[src/rtl/mult_pkg.sv]
// Shared constants for the nibble-serial multiplier: nibble/product widths,
// FSM state encodings and the partial-product shift helper.
package mult_pkg;

  localparam int NIB_W = 4;
  localparam int PP_W  = 8;

  localparam logic [1:0] IDLE = 2'd0;
  localparam logic [1:0] RUN  = 2'd1;
  localparam logic [1:0] DONE = 2'd2;

  // Weight of the product of lhs nibble i and rhs nibble j.
  function automatic int nib_shift(input int i, input int j);
    return NIB_W * (i + j);
  endfunction

endpackage

[src/rtl/nibble_lut4x4.sv]
// Combinational 4x4 -> 8 multiplier as a 256-entry table indexed by {a, b}.
module nibble_lut4x4
  import mult_pkg::*;
(
  input  logic [NIB_W-1:0] a,
  input  logic [NIB_W-1:0] b,
  output logic [PP_W-1:0]  p
);

  logic [PP_W-1:0] rom [256];

  for (genvar k = 0; k < 256; k++) begin : g_rom
    assign rom[k] = PP_W'((k / 16) * (k % 16));
  end

  assign p = rom[{a, b}];

endmodule

[src/rtl/mult_seq_nibble.sv]
// Sequential WIDTH x WIDTH unsigned multiplier, one nibble pair per cycle.
// Optional MULT_SEQ_ZERO_SKIP_EN: zero operands skip straight to DONE.
module mult_seq_nibble
  import mult_pkg::*;
#(
  parameter int WIDTH = 8
) (
  input  logic               clk,
  input  logic               reset,
  input  logic               io_in_valid,
  output logic               io_in_ready,
  input  logic [WIDTH-1:0]   io_in_lhs,
  input  logic [WIDTH-1:0]   io_in_rhs,
  output logic               io_out_valid,
  input  logic               io_out_ready,
  output logic [2*WIDTH-1:0] io_out_data
);

  localparam int NIB   = WIDTH / 4;
  localparam int NPP   = NIB * NIB;
  localparam int IDX_W = (NPP > 1) ? $clog2(NPP) : 1;
  localparam int ACC_W = 2 * WIDTH;

  logic [1:0]       state;
  logic [IDX_W-1:0] idx;
  logic [WIDTH-1:0] lhs_q;
  logic [WIDTH-1:0] rhs_q;
  logic [ACC_W-1:0] acc;

  int               i_idx;
  int               j_idx;
  logic [NIB_W-1:0] lhs_nib;
  logic [NIB_W-1:0] rhs_nib;
  logic [PP_W-1:0]  pp;
  logic [ACC_W-1:0] addend;
  logic             accept;
  logic             last_pp;

  assign io_in_ready  = (state == IDLE);
  assign io_out_valid = (state == DONE);
  assign io_out_data  = acc;
  assign accept       = io_in_valid && io_in_ready;
  assign last_pp      = (idx == IDX_W'(NPP - 1));

  // idx walks rhs nibbles fastest, lhs nibbles slowest.
  always_comb begin
    i_idx   = int'(idx) / NIB;
    j_idx   = int'(idx) % NIB;
    lhs_nib = NIB_W'(lhs_q >> (NIB_W * i_idx));
    rhs_nib = NIB_W'(rhs_q >> (NIB_W * j_idx));
    addend  = ACC_W'(pp) << nib_shift(i_idx, j_idx);
  end

  nibble_lut4x4 u_lut (
    .a (lhs_nib),
    .b (rhs_nib),
    .p (pp)
  );

  always_ff @(posedge clk) begin
    if (reset) begin
      state <= IDLE;
      idx   <= '0;
      acc   <= '0;
      lhs_q <= '0;
      rhs_q <= '0;
    end else begin
      case (state)
        IDLE: begin
          if (accept) begin
            lhs_q <= io_in_lhs;
            rhs_q <= io_in_rhs;
            acc   <= '0;
            idx   <= '0;
`ifdef MULT_SEQ_ZERO_SKIP_EN
            if ((io_in_lhs == '0) || (io_in_rhs == '0)) begin
              state <= DONE;
            end else begin
              state <= RUN;
            end
`else
            state <= RUN;
`endif
          end
        end
        RUN: begin
          acc <= acc + addend;
          if (last_pp) begin
            idx   <= '0;
            state <= DONE;
          end else begin
            idx <= idx + 1'b1;
          end
        end
        DONE: begin
          if (io_out_ready) begin
            state <= IDLE;
          end
        end
        default: state <= IDLE;
      endcase
    end
  end

endmodule

[config.mk]
export PLATFORM = sky130hd
export DESIGN_NAME = mult_seq_nibble
export DESIGN_NICKNAME = d
export VERILOG_FILES = /design/src/rtl/mult_pkg.sv /design/src/rtl/nibble_lut4x4.sv /design/src/rtl/mult_seq_nibble.sv
export SDC_FILE = /design/constraint.sdc
export NUM_CORES = 1
export LEC_CHECK = 0
export ABC_AREA = 1
export CAP_MARGIN = 10
export CELL_PAD_IN_SITES_DETAIL_PLACEMENT = 0
export CELL_PAD_IN_SITES_GLOBAL_PLACEMENT = 1
export CORE_MARGIN = 8
export CORE_UTILIZATION = 39
export DETAILED_ROUTE_END_ITERATION = 8
export PLACE_DENSITY_LB_ADDON = 0.15
export REMOVE_ABC_BUFFERS = 1
export SKIP_LAST_GASP = 1
export SYNTH_ARGS = -nofsm -noshare
export SYNTH_HDL_FRONTEND = slang
export SYNTH_HIERARCHICAL = 1
export SYNTH_SLANG_ARGS = --single-unit
[constraint.sdc]
create_clock -name clk -period 4.6 [get_ports clk]
set_input_delay 0.46 -clock clk [delete_from_list [all_inputs] [get_ports clk]]
set_output_delay 0.46 -clock clk [all_outputs]
set_load 0.05 [all_outputs]
---- After elaboration in Yosys (flattened, before gate mapping) ----
Memories as Yosys holds them, arrays and structs flattened.
Cells that the tools add are included.
word-level totals
  bits in registers ....................... 36
  ROM bits ................................ 2,048
  output and inout port bits .............. 18
  memories kept ........................... 1
operators by class
  $add $sub $neg .......................... 3
  order comparisons ....................... 1
  eq/ne operators ......................... 6
  shifts and indexed selects .............. 3
  mux-type cells .......................... 11
  bitwise operators ....................... 1
  reduce and logical (&&, ||, !) cells .... 6
memories
  memory           words  width  read ports  clocked after Yosys merged registers in  wr ports  RTL line             text
  (no name shown)  256    8      1           0                                        0         nibble_lut4x4.sv:16  assign p = rom[{a, b}];
operators by type and width
  operator                                                                  count
  16-bit one-hot mux with 2 select lines                                    1
  16-bit adder                                                              1
  16-bit 2-to-1 mux                                                         1
  8-bit 2-to-1 mux                                                          2
  8-bit by 4-bit << shifter with 16-bit output                              1
  8-bit by 3-bit >> shifter with 4-bit output                               2
  2-bit 2-to-1 mux                                                          5
  9-bit >= comparator (second input constant)                               1
  8-bit NOT with 9-bit output                                               1
  2-bit one-hot mux with 3 select lines                                     1
  2-bit equality test (second input constant)                               2
  2-bit by 1-bit inequality test with 1-bit output (second input constant)  2
  2-bit one-hot mux with 2 select lines                                     1
  2-bit AND reduction                                                       2
  3-bit AND reduction                                                       1
  1-bit by 1-bit adder with 2-bit output                                    1
  2-bit by 1-bit adder with 2-bit output (second input constant)            1
  2-bit by 1-bit equality test with 1-bit output (second input constant)    1
  2-bit logical NOT                                                         1
  2-bit inequality test (second input constant)                             1
  2-bit nonzero test                                                        1
  1-bit logical AND                                                         1

---- Depth between registers and ports, before layout ----
  depth in word-level cells ............... 8
  gate-level depth with buffers ........... 30

---- Cells and area by module ----
The synthesis kept the hierarchy.
by module, submodules not included
  module           instances  cells each  area each (um^2)
  mult_seq_nibble  1          407         2,474.9
  nibble_lut4x4    1          245         1,186.1

---- Worst setup path before layout ----
No wires, ideal clock.
  path type ............................... register to register
  start point ............................. register idx[0]
  end point ............................... register acc[15] (netlist: io_out_data[15])
  library setup time ...................... 132 ps
  arrival time ............................ 3,547 ps
  path slack .............................. 921 ps
  stages on the path, launching flop included .. 27
  period minus slack after synthesis ...... 3,679 ps
  cell sequence ........................... dfxtp_1 -> clkbuf_1 -> o21ai_0 -> inv_1 -> ha_1 -> inv_1 -> ha_1 -> inv_1 -> nand2_1 -> o21ai_0 -> nand2_1 -> o21ai_0 -> a21oi_1 -> nand2_1 -> nand2_1 -> nand2_1 -> o21ai_0 -> nor2_1 -> ha_1 -> nand2_1 -> inv_1 -> a21oi_1 -> nand2_1 -> nand2_1 -> nand3_1 -> nand3_1 -> a21oi_1
between the ends
  word-level cells in the longest chain between the ends .. 8
  elaborated cells on any way between the ends .. 9
  classes of those cells .................. add/sub (2); shift (2); mux (3); bitwise (1); memory (1)
ends and longest elaborated chain
  what                                                  RTL line               text
  start, declared                                       mult_seq_nibble.sv:25  logic [IDX_W-1:0] idx;
  start signal, assigned                                mult_seq_nibble.sv:92  idx <= idx + 1'b1;
  8-bit by 3-bit >> shifter with 4-bit output           mult_seq_nibble.sv:50  rhs_nib = NIB_W'(rhs_q >> (NIB_W * j_idx));
  net rhs_nib[1]                                        mult_seq_nibble.sv:33  logic [NIB_W-1:0] rhs_nib;
  8-bit NOT with 9-bit output (not written as such)     nibble_lut4x4.sv:16
  memory 256 x 8 bit                                    --
  8-bit 2-to-1 mux (not written as such) (2 in series)  nibble_lut4x4.sv:16
  net pp[6]                                             mult_seq_nibble.sv:34  logic [PP_W-1:0] pp;
  8-bit by 4-bit << shifter with 16-bit output          mult_seq_nibble.sv:51  addend = ACC_W'(pp) << nib_shift(i_idx, j_idx);
  16-bit adder                                          mult_seq_nibble.sv:87  acc <= acc + addend;
  16-bit one-hot mux with 2 select lines                mult_seq_nibble.sv:68  case (state)
  end signal, assigned                                  mult_seq_nibble.sv:87
  end, declared                                         mult_seq_nibble.sv:28  logic [ACC_W-1:0] acc;
The timed path passes the listed nets, and every way through them passes these cells. The select of a mux whose other input is x is not followed.
A chain may end at the register's enable or synchronous reset.

---- Worst setup path in the final report ----
  start point ............................. register idx[0]
  end point ............................... register acc[11] (netlist: io_out_data[11])
The elaborated chain is that of the path after synthesis.

==> results.md <==
Finish:
- The area taken by flip-flops and latches is 721.9 µm².
- After the last flow step, the layout net total stands at 729.
- The filler cells instantiated in the layout total 1,039.
- The multi-input gate area in the final layout is 0.002450 mm².
- The antenna cell count is 0.
- The area growth from synthesis to layout is 14.66%.
- In the final layout, the share of cells above drive strength 1 is 0.04853.

Critical path:
- The arrival time of the worst setup path is 4.24 ns.
- The number of cell instances on the worst register-to-register path is 26.
- STA classifies the critical path startpoint as a register.
- The critical path class is register to register.
- Counting stages on the worst path, the most repeated cell is sky130_fd_sc_hd__nand2_1.
- The largest single stage delay on the critical path is 0.43 ns.
- The startpoint identified for the worst register-to-register timing path is idx[0]$_SDFFE_PP0P_.
- At the worst endpoint, the required time is 4.83 ns.
- The worst register-to-register path has a setup slack of 0.59 ns.
- The reg-to-reg endpoint is io_out_data[11]$_SDFFE_PP0P_.
- The category of the worst setup path capture point is a register.
- Along the worst path, the maximum fanout reaches 11.
- Among cell families on the critical path, the largest total delay comes from simple AND/OR/NAND/NOR gates.
- Together, buffers and inverters on the worst path number 5.
- The slowest stage of the critical path belongs to the cell sky130_fd_sc_hd__dfxtp_2.

Placed design:
- The count of buffers from port buffering is 37.
- After legalization and detailed placement, the total HPWL measured 8.341 mm.
- The final weighted congestion in routability-driven placement is 0.9307.

Worst hold path:
- The startpoint of the lowest-slack hold path is lhs_q[3]$_SDFFE_PP0P_.
- The classification of the worst-slack hold path is register to register.
- The hold path depth is 2.
- The endpoint with the worst hold slack is lhs_q[3]$_SDFFE_PP0P_.

Die:
- The initial core utilization is 0.3981.
- In this run the core area contains 35 standard-cell rows.
- For this design the top-level I/O count stands at 38.
- The die outline area is 0.01274 mm².
- The die boundary width is 112.9 µm.
- The die is 112.9 µm tall.
- The core area is 0.009196 mm².

Timing:
- The final clock period utilization by the worst path is 0.8718.
- The minimum hold slack is 0.4488 ns.
- The setup TNS is 0 ns.
- Between clock sinks in the finished design, the worst skew comes to 0.009599 ns.
- The worst pin sits at a relative slew slack of 0.5041.
- Setup violations remaining at the end of the flow were counted as 0.
- The clock period could shrink to 4.010 ns.
- The number of max-slew violations in the final report is 0.
- At the pin with the least slew margin, the transition time is 0.7389 ns.
- Setup repair after global routing left no endpoint under its margin.
- The count of endpoints failing hold in the final timing report came to 0.
- Based on the critical path, the design can be clocked at up to 249.4 MHz.

Synth:
- The number of distinct library cell variants in the gate-level netlist after synthesis is 35.
- The number of warnings issued by yosys is 6.
- The dominant register cell in the synthesized netlist is sky130_fd_sc_hd__dfxtp_1.
- Of all cell types, the one taking the most synthesized area is sky130_fd_sc_hd__nand2_1.
- The register bit count reported by yosys is 36.
- Synthesis handed over a netlist of 652 instances.
- Of all flip-flops after synthesis, the portion carrying an async set or reset was 0.
- After synthesis, the cell types taking the most area are sky130_fd_sc_hd__nand2_1, sky130_fd_sc_hd__dfxtp_1, sky130_fd_sc_hd__ha_1, sky130_fd_sc_hd__nand3_1, sky130_fd_sc_hd__inv_1.
- The share of synthesized area in the top cell type comes to 0.2143.
- In this run, synthesis inferred 0 flip-flops with an integrated enable.
- For this run, the register share of the synthesized area comes to 0.1969.
- After synthesis the cells add up to 0.003661 mm².
- The mean cell area of the mapped netlist is 5.615 µm².

Clock tree:
- The post-CTS setup buffer count is 0.
- The total number of clock tree sinks is 36.
- The maximum level of the CTS H-tree is 2.
- Post-CTS repair changed the size of 0 cells.
- The TritonCTS clock tree is built.
- The post-cts hold buffer count is 0.
- The cell at the root of the clock tree is sky130_fd_sc_hd__clkbuf_8.
- Clock-pin slew was measured on the worst setup and hold paths at 0.08 ns.
- TritonCTS created 5 clock buffers.
- The clock latency on the worst-skew pair is 0.29 ns.
- The maximum buffer depth of the clock tree is 2.

Power:
- The fraction of power consumed by sequential logic is 0.332.
- The internal power is 609.2 µW.
- For this design the ratio of total power to cell area is 246.2 mW/mm².
- In this run the static leakage power is 0.002113 µW.
- Of the total power, the clock network draws 0.245.
- Of the total power, the share spent switching nets is 0.4104.
- IR analysis of the VDD net gives a maximum drop of 0.1400 mV.
- The analysis attributes to net switching a power of 424.1 µW.
- The share of total power in combinational logic is 0.423.

Detailed routing:
- The first TritonRoute pass finished after 5 iterations.
- The number of remaining DRC errors is 0.
- The post-detailed-routing wire length is 10.95 mm.
- After detailed routing, the average wire length per cell comes to 13.84 µm.
- For this block, the initial DRC count from the detailed router was 299.
- Once detail routing completed, the nets flagged for antenna violations numbered 0.
- The overall via count from detail_route is 4,029.
- Using the TritonRoute via totals, the vias-per-cell ratio works out to 5.094.

Global routing:
- Entering global routing, the biggest net connects 27 pins.
- The first global-routing pass estimated 18.20 mm of wire.
- The initial antenna violation count is 0.
- Across every metal layer, demand over resource in global routing totals 0.1734.
- The number of global-route vias before repair is 3,766.
- The overflow left after global routing is 0.

Run:
- The tool flagged a number of max-cap violations equal to 0.

Status:
- The run finished with clean final reports.
## Yosys cell counts (4+ instances only)
master and n:
sky130_fd_sc_hd__dfxtp_1 36, sky130_fd_sc_hd__clkbuf_1 11, sky130_fd_sc_hd__nand3_1 70, sky130_fd_sc_hd__ha_1 28, sky130_fd_sc_hd__nand2_1 209, sky130_fd_sc_hd__o21ai_0 49
sky130_fd_sc_hd__nor2_1 56, sky130_fd_sc_hd__a21oi_1 53, sky130_fd_sc_hd__inv_2 7, sky130_fd_sc_hd__nor3_1 4, sky130_fd_sc_hd__inv_1 89, sky130_fd_sc_hd__buf_2 8
sky130_fd_sc_hd__buf_6 4
## power by group through the flow
stage	Clock, µW	Sequential [µW]	Combinational [µW]
2_1_floorplan	0	364	286
3_3_place_gp	0	350	437
3_5_place_dp	0	350	433
4_1_cts	264	343	435
5_1_grt	275	346	493
6_report	254	343	437
## metrics by stage
step	worst slack [ns]	cell area, µm²	instances	utilization	power, µW
2_1_floorplan	0.2610	3527	628	-	649.9
3_3_place_gp	0.4135	4096	784	0.4454	786.3
3_5_place_dp	0.3131	4096	784	0.4454	782.7
4_1_cts	0.3008	4193	791	0.4559	1041
5_1_grt	0.05460	4198	791	0.4565	1113
6_report	0.5896	4198	791	0.4565	1033
## placed cells by master (no fill, tap or decap), types with 4 or more instances in the layout
cell and n:
sky130_fd_sc_hd__nand3_1 70, sky130_fd_sc_hd__dfxtp_1 35, sky130_fd_sc_hd__o21ai_0 45, sky130_fd_sc_hd__nor3_1 4, sky130_fd_sc_hd__inv_1 89, sky130_fd_sc_hd__clkdlybuf4s50_1 37
sky130_fd_sc_hd__a21oi_1 53, sky130_fd_sc_hd__o21ai_1 5, sky130_fd_sc_hd__ha_1 28, sky130_fd_sc_hd__inv_2 7, sky130_fd_sc_hd__buf_4 8, sky130_fd_sc_hd__nand2_1 209
sky130_fd_sc_hd__clkbuf_8 7, sky130_fd_sc_hd__nor2_1 56
## worst min-delay path: stages (launching register included)
cell                      delay, ns
sky130_fd_sc_hd__dfxtp_1       0.30
sky130_fd_sc_hd__inv_1         0.05
sky130_fd_sc_hd__a21oi_1       0.05
## per-layer routing
metal	wire, µm	global-route usage	up-vias	part of all wire
met2	4709	0.2626	129	0.43
met3	723	0.03514	17	0.066
met5	0	0	-	0
met1	5305	0.2364	1757	0.48
met4	210	0.06483	0	0.019
li1	-	-	2126	-
## area by class of cell
type / count / share of cell area
Clock buffer: 7 / 0.02295
Timing Repair Buffer: 45 / 0.1025
Sequential cell: 36 / 0.1720
Multi-Input combinational cell: 496 / 0.5836
Tap cell: 111 / 0.03308
Inverter: 96 / 0.08584
## state kept, by name, indices dropped and copies added, names as in the netlist
signal       flops
idx              2
io_out_data     16
lhs_q            8
state            2
rhs_q            8
## cells by family (layout without fill, tap and decap cells)
group,count (synthesis),count (layout),synth area share
simple gates,353,353,0.4036
buf+inv,120,148,0.1350
compound gates,113,113,0.1610
flops,36,36,0.1969
fa+ha+maj,29,29,0.1012
xor+xnor,1,1,0.002393
## how the worst max path moves through the flow
stage / slack (ns) / cells after the start / to / startpoint
6_report: 0.59 / 26 / io_out_data[11]$_SDFFE_PP0P_ / idx[0]$_SDFFE_PP0P_
3_5_place_dp: 0.31 / 26 / io_out_data[11]$_SDFFE_PP0P_ / idx[0]$_SDFFE_PP0P_
5_1_grt: 0.05 / 28 / io_out_data[11]$_SDFFE_PP0P_ / idx[0]$_SDFFE_PP0P_
2_1_floorplan: 0.26 / 24 / io_out_data[13]$_SDFFE_PP0P_ / idx[1]$_SDFFE_PP0P_
4_1_cts: 0.30 / 26 / io_out_data[11]$_SDFFE_PP0P_ / idx[0]$_SDFFE_PP0P_
3_3_place_gp: 0.41 / 26 / io_out_data[11]$_SDFFE_PP0P_ / idx[0]$_SDFFE_PP0P_
Power figures use the tool's default switching activity.
